## config.mk

```make
export PLATFORM = sky130hd
export DESIGN_NAME = ili9341_rgb_timing
export DESIGN_NICKNAME = d
export VERILOG_FILES = /design/src/rtl/ili9341_pkg.sv /design/src/rtl/ili9341_axis_counter.sv /design/src/rtl/ili9341_rgb_timing.sv
export SDC_FILE = /design/constraint.sdc
export NUM_CORES = 1
export LEC_CHECK = 0
export ABC_AREA = 1
export ABC_CLOCK_PERIOD_IN_PS = 1400
export CAP_MARGIN = 30
export CORE_MARGIN = 5
export CORE_UTILIZATION = 43
export CTS_BUF_LIST = sky130_fd_sc_hd__clkbuf_4 sky130_fd_sc_hd__clkbuf_8 sky130_fd_sc_hd__clkbuf_16
export DETAILED_ROUTE_END_ITERATION = 10
export GPL_TIMING_DRIVEN = 1
export PLACE_DENSITY = 0.73
export SLEW_MARGIN = 25
export SYNTH_ARGS = -nofsm -noshare
export SYNTH_HDL_FRONTEND = slang
export SYNTH_SLANG_ARGS = --single-unit
```

## constraint.sdc

```tcl
create_clock -name clock_in -period 1.4 [get_ports clock_in]
set_input_delay 0.28 -clock clock_in [delete_from_list [all_inputs] [get_ports clock_in]]
set_output_delay 0.28 -clock clock_in [all_outputs]
set_load 0.01 [all_outputs]
```

## src/rtl/ili9341_pkg.sv

```systemverilog
// Shared timing defaults, pixel/state/region types and the colour-bar palette
// for the ILI9341 18-bit RGB timing generator.
package ili9341_pkg;
  localparam int H_SYNC_DEF = 10;
  localparam int H_BP_DEF   = 20;
  localparam int H_ACT_DEF  = 240;
  localparam int H_FP_DEF   = 10;
  localparam int V_SYNC_DEF = 2;
  localparam int V_BP_DEF   = 2;
  localparam int V_ACT_DEF  = 320;
  localparam int V_FP_DEF   = 4;

  typedef logic [17:0] pixel_t;
  localparam pixel_t UF_COLOR_DEF = 18'h0;

  typedef enum logic {WAIT_LOCK = 1'b0, RUN = 1'b1} state_t;
  typedef enum logic [1:0] {REG_SYNC, REG_BP, REG_ACT, REG_FP} region_t;

  // {R6,G6,B6}, left to right across the active line
  localparam pixel_t BAR_WHITE   = 18'h3FFFF;
  localparam pixel_t BAR_YELLOW  = 18'h3FFC0;
  localparam pixel_t BAR_CYAN    = 18'h00FFF;
  localparam pixel_t BAR_GREEN   = 18'h00FC0;
  localparam pixel_t BAR_MAGENTA = 18'h3F03F;
  localparam pixel_t BAR_RED     = 18'h3F000;
  localparam pixel_t BAR_BLUE    = 18'h0003F;
  localparam pixel_t BAR_BLACK   = 18'h00000;

  function automatic pixel_t bar_color(input logic [2:0] idx);
    case (idx)
      3'd0:    return BAR_WHITE;
      3'd1:    return BAR_YELLOW;
      3'd2:    return BAR_CYAN;
      3'd3:    return BAR_GREEN;
      3'd4:    return BAR_MAGENTA;
      3'd5:    return BAR_RED;
      3'd6:    return BAR_BLUE;
      default: return BAR_BLACK;
    endcase
  endfunction
endpackage

```

## src/rtl/ili9341_axis_counter.sv

```systemverilog
// One timing axis: position counter with wrap strobe and SYNC/BP/ACT/FP region decode.
module ili9341_axis_counter
  import ili9341_pkg::*;
#(
  parameter int SYNC = 10,
  parameter int BP   = 20,
  parameter int ACT  = 240,
  parameter int FP   = 10,
  localparam int TOTAL = SYNC + BP + ACT + FP,
  localparam int W     = $clog2(TOTAL)
) (
  input  logic         clk,
  input  logic         srst,
  input  logic         en,
  input  logic         clr,
  output logic [W-1:0] count,
  output logic         wrap,
  output region_t      region
);
  localparam logic [W-1:0] BP_START  = W'(SYNC);
  localparam logic [W-1:0] ACT_START = W'(SYNC + BP);
  localparam logic [W-1:0] FP_START  = W'(SYNC + BP + ACT);
  localparam logic [W-1:0] LAST      = W'(TOTAL - 1);

  assign wrap = en && (count == LAST);

  always_ff @(posedge clk) begin
    if (srst || clr) begin
      count <= '0;
    end else if (wrap) begin
      count <= '0;
    end else if (en) begin
      count <= count + W'(1);
    end
  end

  always_comb begin
    region = REG_FP;
    if (count < BP_START)       region = REG_SYNC;
    else if (count < ACT_START) region = REG_BP;
    else if (count < FP_START)  region = REG_ACT;
  end
endmodule

```

## src/rtl/ili9341_rgb_timing.sv

```systemverilog
// ILI9341 RGB-interface timing generator: HSYNC/VSYNC/DE plus valid/ready pixel fetch.
// Defining ILI9341_TEST_PATTERN_EN adds a test_pattern input that shows 8 colour bars.
module ili9341_rgb_timing
  import ili9341_pkg::*;
#(
  parameter int     H_SYNC   = H_SYNC_DEF,
  parameter int     H_BP     = H_BP_DEF,
  parameter int     H_ACT    = H_ACT_DEF,
  parameter int     H_FP     = H_FP_DEF,
  parameter int     V_SYNC   = V_SYNC_DEF,
  parameter int     V_BP     = V_BP_DEF,
  parameter int     V_ACT    = V_ACT_DEF,
  parameter int     V_FP     = V_FP_DEF,
  parameter pixel_t UF_COLOR = UF_COLOR_DEF
) (
  input  logic        clock_in,
  input  logic        reset,
  input  logic        pll_locked,
  input  logic [17:0] pix_data,
  input  logic        pix_valid,
  output logic        pix_ready,
  input  logic        clear_underflow,
`ifdef ILI9341_TEST_PATTERN_EN
  input  logic        test_pattern,
`endif
  output logic        lcd_hsync,
  output logic        lcd_vsync,
  output logic        lcd_de,
  output logic [17:0] lcd_rgb,
  output logic        frame_start,
  output logic        underflow
);
  localparam int H_TOTAL = H_SYNC + H_BP + H_ACT + H_FP;
  localparam int V_TOTAL = V_SYNC + V_BP + V_ACT + V_FP;
  localparam int H_W     = $clog2(H_TOTAL);
  localparam int V_W     = $clog2(V_TOTAL);

  state_t         state;
  logic           running;
  logic [H_W-1:0] h_count;
  logic [V_W-1:0] v_count;
  logic           h_wrap;
  logic           v_wrap_unused;
  region_t        h_region;
  region_t        v_region;
  logic           act;
  logic           first_px;
  logic           starve;
  pixel_t         act_rgb;

  // Losing lock acts in the same cycle, so counters and outputs are idle on the next one
  assign running = (state == RUN) && pll_locked;

  ili9341_axis_counter #(.SYNC(H_SYNC), .BP(H_BP), .ACT(H_ACT), .FP(H_FP)) h_axis (
    .clk(clock_in), .srst(reset), .en(running), .clr(!running),
    .count(h_count), .wrap(h_wrap), .region(h_region)
  );

  ili9341_axis_counter #(.SYNC(V_SYNC), .BP(V_BP), .ACT(V_ACT), .FP(V_FP)) v_axis (
    .clk(clock_in), .srst(reset), .en(h_wrap), .clr(!running),
    .count(v_count), .wrap(v_wrap_unused), .region(v_region)
  );

  assign act      = running && (h_region == REG_ACT) && (v_region == REG_ACT);
  assign first_px = (h_count == H_W'(H_SYNC + H_BP)) && (v_count == V_W'(V_SYNC + V_BP));

`ifdef ILI9341_TEST_PATTERN_EN
  logic [H_W-1:0] tp_offset;
  logic [2:0]     tp_bar;

  assign tp_offset = h_count - H_W'(H_SYNC + H_BP);
  assign tp_bar    = 3'(tp_offset / H_W'(H_ACT / 8));
  assign pix_ready = act && !test_pattern;
  assign starve    = pix_ready && !pix_valid;
  assign act_rgb   = test_pattern ? bar_color(tp_bar) : (pix_valid ? pix_data : UF_COLOR);
`else
  assign pix_ready = act;
  assign starve    = act && !pix_valid;
  assign act_rgb   = pix_valid ? pix_data : UF_COLOR;
`endif

  always_ff @(posedge clock_in) begin
    if (reset) begin
      state       <= WAIT_LOCK;
      lcd_hsync   <= 1'b1;
      lcd_vsync   <= 1'b1;
      lcd_de      <= 1'b0;
      lcd_rgb     <= '0;
      frame_start <= 1'b0;
      underflow   <= 1'b0;
    end else begin
      case (state)
        WAIT_LOCK: if (pll_locked) state <= RUN;
        RUN:       if (!pll_locked) state <= WAIT_LOCK;
      endcase
      if (!running) begin
        lcd_hsync   <= 1'b1;
        lcd_vsync   <= 1'b1;
        lcd_de      <= 1'b0;
        lcd_rgb     <= '0;
        frame_start <= 1'b0;
        underflow   <= 1'b0;
      end else begin
        lcd_hsync   <= (h_region != REG_SYNC);
        lcd_vsync   <= (v_region != REG_SYNC);
        lcd_de      <= act;
        lcd_rgb     <= act ? act_rgb : '0;
        frame_start <= act && first_px;
        // A fresh starvation beats a simultaneous clear
        if (starve)               underflow <= 1'b1;
        else if (clear_underflow) underflow <= 1'b0;
      end
    end
  end
endmodule

```

* Yosys cells after proc, flatten, opt, wreduce, memory -nomap -nowiden *
Cells that the tools add are included.

word-level totals
  register bits after elaboration = 42
  logic and storage cells = 53

cells by class
  muxes and demuxes = 9
  reduce and logical (&&, ||, !) cells = 18
  equality and inequality tests = 6
  $lt $le $gt $ge = 6
  bitwise logic cells = 3
  add/subtract/negate cells = 2

operator list
  cell                                                                   number
  9-bit by 1-bit adder with 9-bit output (second input constant)         2
  9-bit == test (second input constant)                                  2
  9-bit < comparator (second input constant)                             2
  9-bit by 3-bit == test with 1-bit output (second input constant)       1
  9-bit by 5-bit == test with 1-bit output (second input constant)       1
  9-bit by 2-bit < comparator with 1-bit output (second input constant)  1
  9-bit by 3-bit < comparator with 1-bit output (second input constant)  1
  9-bit by 4-bit < comparator with 1-bit output (second input constant)  1
  9-bit by 5-bit < comparator with 1-bit output (second input constant)  1
  1-bit logical AND                                                      8
  2-bit two-way mux                                                      4
  2-bit nonzero test                                                     3
  2-bit OR reduction                                                     3
  1-bit two-way mux                                                      5
  2-bit == test (second input constant)                                  2
  4-bit OR reduction                                                     1
  1-bit NOT                                                              3
  1-bit zero test                                                        2
  1-bit logical OR                                                       1

* Logic depth before layout (Yosys ltp) *
  depth in word-level cells = 9
  mapped depth = 10

* Cells and area by module *
From an unflattened synthesis, not the netlist that was laid out.

second synthesis, totals
  cells, all modules = 263
  area total of the unflattened synthesis = 1896.8 µm²

by module, submodules not included
  module                         area an instance (µm²)  cells each  times used
  ili9341_rgb_timing             837.1                   97          1
  ili9341_axis_counter (h_axis)  546.8                   87          1
  ili9341_axis_counter (v_axis)  513.0                   79          1

* Least setup slack after synthesis *
OpenSTA, ideal clock, no wires.

  path type = register to register
  from = register h_axis.count[1]
  to = register v_axis.count[2]
  slack = 0.021 ns
  stages on the path, launching flop included = 8
  arrival time = 1.251 ns
  library setup time = 0.128 ns
  clock period less this slack = 1.379 ns
  buffers on the path = 0
  path through = dfxtp_1 -> ha_1 -> inv_1 -> nor2_2 -> nand3_1 -> nor2_1 -> xor2_1 -> nor2_1

on the way
  word-level cells in the longest chain between the ends = 4

RTL lines
  what                                 RTL line                    source
  from (decl)                          ili9341_axis_counter.sv:16  output logic [W-1:0] count,
  from (signal assigned)               ili9341_axis_counter.sv:33  count <= count + W'(1);
  9-bit == test (*)                    ili9341_axis_counter.sv:25  assign wrap = en && (count == LAST);
  1-bit logical AND (*)                ili9341_axis_counter.sv:25
  1-bit logical AND                    ili9341_axis_counter.sv:25
  2-bit OR reduction (no source line)  n/a
  to (signal assigned)                 ili9341_axis_counter.sv:33
  to (decl)                            ili9341_axis_counter.sv:16

Mark *: on every way between the ends. The rest lies on a longest branch, timed or not.
A chain may end at the register's enable or synchronous reset.

* Worst setup path in the final report *
  from = register v_axis.count[7]
  to = output pix_ready

on the way
  word-level cells in the longest chain between the ends = 6
  elaborated cells on any way between the ends = 8
  those cells by class = 3 x order compare; 1 x eq/ne; 3 x mux; 1 x reduce/logical

RTL lines
  what                   RTL line                    source
  9-bit < comparator     ili9341_axis_counter.sv:41  else if (count < FP_START) region = REG_ACT;
  1-bit two-way mux      ili9341_axis_counter.sv:41
  2-bit two-way mux      ili9341_axis_counter.sv:40  else if (count < ACT_START) region = REG_BP;
  2-bit two-way mux (*)  ili9341_axis_counter.sv:39  if (count < BP_START) region = REG_SYNC;
  2-bit == test (*)      ili9341_rgb_timing.sv:64    assign act = running && (h_region == REG_ACT) && (v_region == REG_ACT);
  1-bit logical AND (*)  ili9341_rgb_timing.sv:64
  to (decl)              ili9341_rgb_timing.sv:21    output logic pix_ready,

Marks and branches as above.

==> metrics <==
Yosys top cell area share 45.2%; switching power 0.481 mW; ANT cells 0; Sw Share 21.0%; Max-cap violations 0; Seq pwr share 51.7%; clock tree from TritonCTS yes; Synth area leader dfxtp_1; DR iter-0 viols 131; layout cells sized above 1 45.8%; P&R area growth vs syn 80.7%; # port buffers 46; Max VDD drop 0.608 mV; dpl hpwl 3.69 mm; initial antenna violation count 0; Worst Skew 0.00789 ns; worst min-delay path class in2reg; kind of end point of the critical path primary output; Distinct cells, synth 23; critical-path cell list inv_2 -> nand2_2 -> nor2_2 -> nand2_2 -> nand2_2 -> nor2_4 -> nand2_1 -> inv_1 -> buf_2; final period utilization 118%; Syn Inst Count 255; # nets final 393; Critical Path AT 1.37 ns; Fill cells 254; clk_lat worst skew 0.30 ns; crit path time final 1.65 ns; RSZ-0062 raised after global routing true; Setup violations, final 37; status complete, but fails checks; Slew headroom 70.4%; Leakage 1.60 nW; Slew Limit Fails 0; crit-path most repeated cell nand2_2; synth top area cells dfxtp_1, nand2_1, inv_1; PwrDens 683 mW/mm2; largest net degree at the start of global routing 14; pre-CTS WS -0.528 ns; GP Congestion 0.953; Slowest Stage Delay on Critical Path 0.37 ns; crit-path max FO 5; fin util 78.8%; synthesis-stage register bit count 42; Critical Path Source Type flop; Num CTS Buffers 5; Synth Area per Inst 7.30 um2; Remaining DRCs 0; core area 0.00426 mm2; Chip Height 75.8 um; Clock Sinks 42; WL per Instance 15.8 um; initial core utilization 43.6%; Die X 75.8 um; Post-DRT Antenna Nets 0; WL final 6.64 mm; number of synthesis warnings 0; Logic pwr share 5.5%; slowest library cell on the worst path dfxtp_4; DR pass1 iterations 4; Fin. Hold Viols 0; Worst-path clk slew 0.09 ns; global route overflow 0; hold_ws 0.359 ns; full die area 0.00574 mm2; Crit Path Class reg2out; Netlist Area Pre-Place 0.00186 mm2; number of H-tree levels 2; syn_nets 280; Vias/cell 4.97; vias in the first global route 1,995; clk root buf clkbuf_8; final worst setup slack -0.253 ns; Internal 1.81 mW; Power Total 2.30 mW; total track usage 22.2%; Max Freq 0.605 GHz; Hold-fix buffers, CTS 0; sequential share of the synthesized area 45.2%; IO Count 47; WP data required 1.12 ns; Clock power frac 42.8%; first-pass GRT wire length 9.38 mm; via count 2,092; Worst Tran Pin Value 0.443 ns; clock buffer depth 2; Rows 24; failing checks setup timing
==> cells in the mapped netlist <==
cell type	count
a2111oi_0	1
a21oi_1	8
buf_6	2
dfxtp_1	42
ha_1	2
inv_1	50
inv_2	2
nand2_1	52
nand2_2	3
nand3_1	12
nand3b_1	1
nand4_1	9
nand4_4	1
nor2_1	34
nor2_2	13
nor2_4	3
nor3_1	5
nor3b_1	2
nor4_1	1
o21ai_0	5
o21ai_1	1
or3_1	1
xor2_1	5
==> cells in the final DEF (no fill, tap or decap), drive strengths merged, types with 5 or more instances in the layout <==
cell / Yosys / layout
buf: 2 / 62
nand2: 55 / 55
inv: 52 / 52
nor2: 50 / 50
dfxtp: 42 / 42
dlygate4sd2: 0 / 24
clkdlybuf4s50: 0 / 21
nand3: 12 / 12
nand4: 10 / 10
a21oi: 8 / 8
clkbuf: 0 / 7
o21ai: 6 / 6
xor2: 5 / 5
nor3: 5 / 5
==> worst max-delay path: cells and delay by family, from the launching register on <==
family	cells	cell delay [ns]
buffers and inverters	3	0.22
flip-flops	1	0.37
AND/OR/NAND/NOR	6	0.47
==> cell type report <==
type                    instances  area (um2)  share of cell area, %
clock buffers                   6        76.3                   2.27
clock inverters                 2        37.5                   1.12
inverters                      52         198                   5.88
multi-input cells             159        1080                   32.2
flip-flops and latches         42         872                   25.9
well taps                      52        65.1                   1.94
repair buffers                108        1030                   30.7
==> layer usage <==
| metal | vias up | routed length (um) | global-route usage, % |
|---|---|---|---|
| met5 | - | 0 | 0 |
| met1 | 978 | 2500 | 24.6 |
| met4 | 0 | 209 | 8.74 |
| met2 | 82 | 3450 | 38.1 |
| met3 | 22 | 483 | 8.44 |
| li1 | 1010 | - | - |
==> what timing repair did <==
item,CTS,global route
pin swaps,21,33
gates cloned,1,1
endpoints found under the setup margin,63,41
gates resized for setup,83,63
buffers inserted,13,6
==> registers in the layout (all words and copies together) (netlist names) <==
register	count
v_axis.count	9
lcd_rgb	18
h_axis.count	9
frame_start	1
state	1
lcd_vsync	1
lcd_de	1
lcd_hsync	1
underflow	1
==> power by group through the flow <==
stage                     combinational (mW)  clock [mW]  sequential [mW]
after floorplan                       0.0255           0             1.23
after global placement                 0.111           0             1.23
after detailed placement               0.114           0             1.23
after CTS                              0.116       0.995             1.20
after global routing                   0.134        1.06             1.19
final                                  0.127       0.983             1.19
==> worst paths after layout <==
| check | from | endpoint | slack [ns] | cells past startpoint |
|---|---|---|---|---|
| setup / recovery | v_axis.count[7] | pix_ready | -0.25 | 9 |
| hold / removal | pll_locked | state | 0.36 | 3 |
| setup reg to reg | h_axis.count[7] | lcd_rgb[16] | -0.20 | 11 |
| hold reg to reg | underflow | underflow | 0.53 | 2 |
==> stage by stage <==
step                      std cells  cell area [um2]  TNS, ns
after global routing            421             3360    -8.62
after global placement          397             2750   -15.92
after CTS                       418             3130    -3.87
final                           421             3360    -5.35
after detailed placement        397             2750   -17.66
after floorplan                 255             1860        0
==> cells by family (layout without fill, tap and decap cells) <==
family | Yosys count | count (layout) | synth area share (%)
xor gates and xnor gates | 5 | 5 | 2.35
buffers and inverters | 54 | 168 | 11.7
and+or+nand+nor | 137 | 137 | 35.2
DFF | 42 | 42 | 45.2
AOI/OAI and AO/OA | 15 | 15 | 4.24
adders and majority gates | 2 | 2 | 1.34
Note: power is estimated with default switching activity, not from simulation.
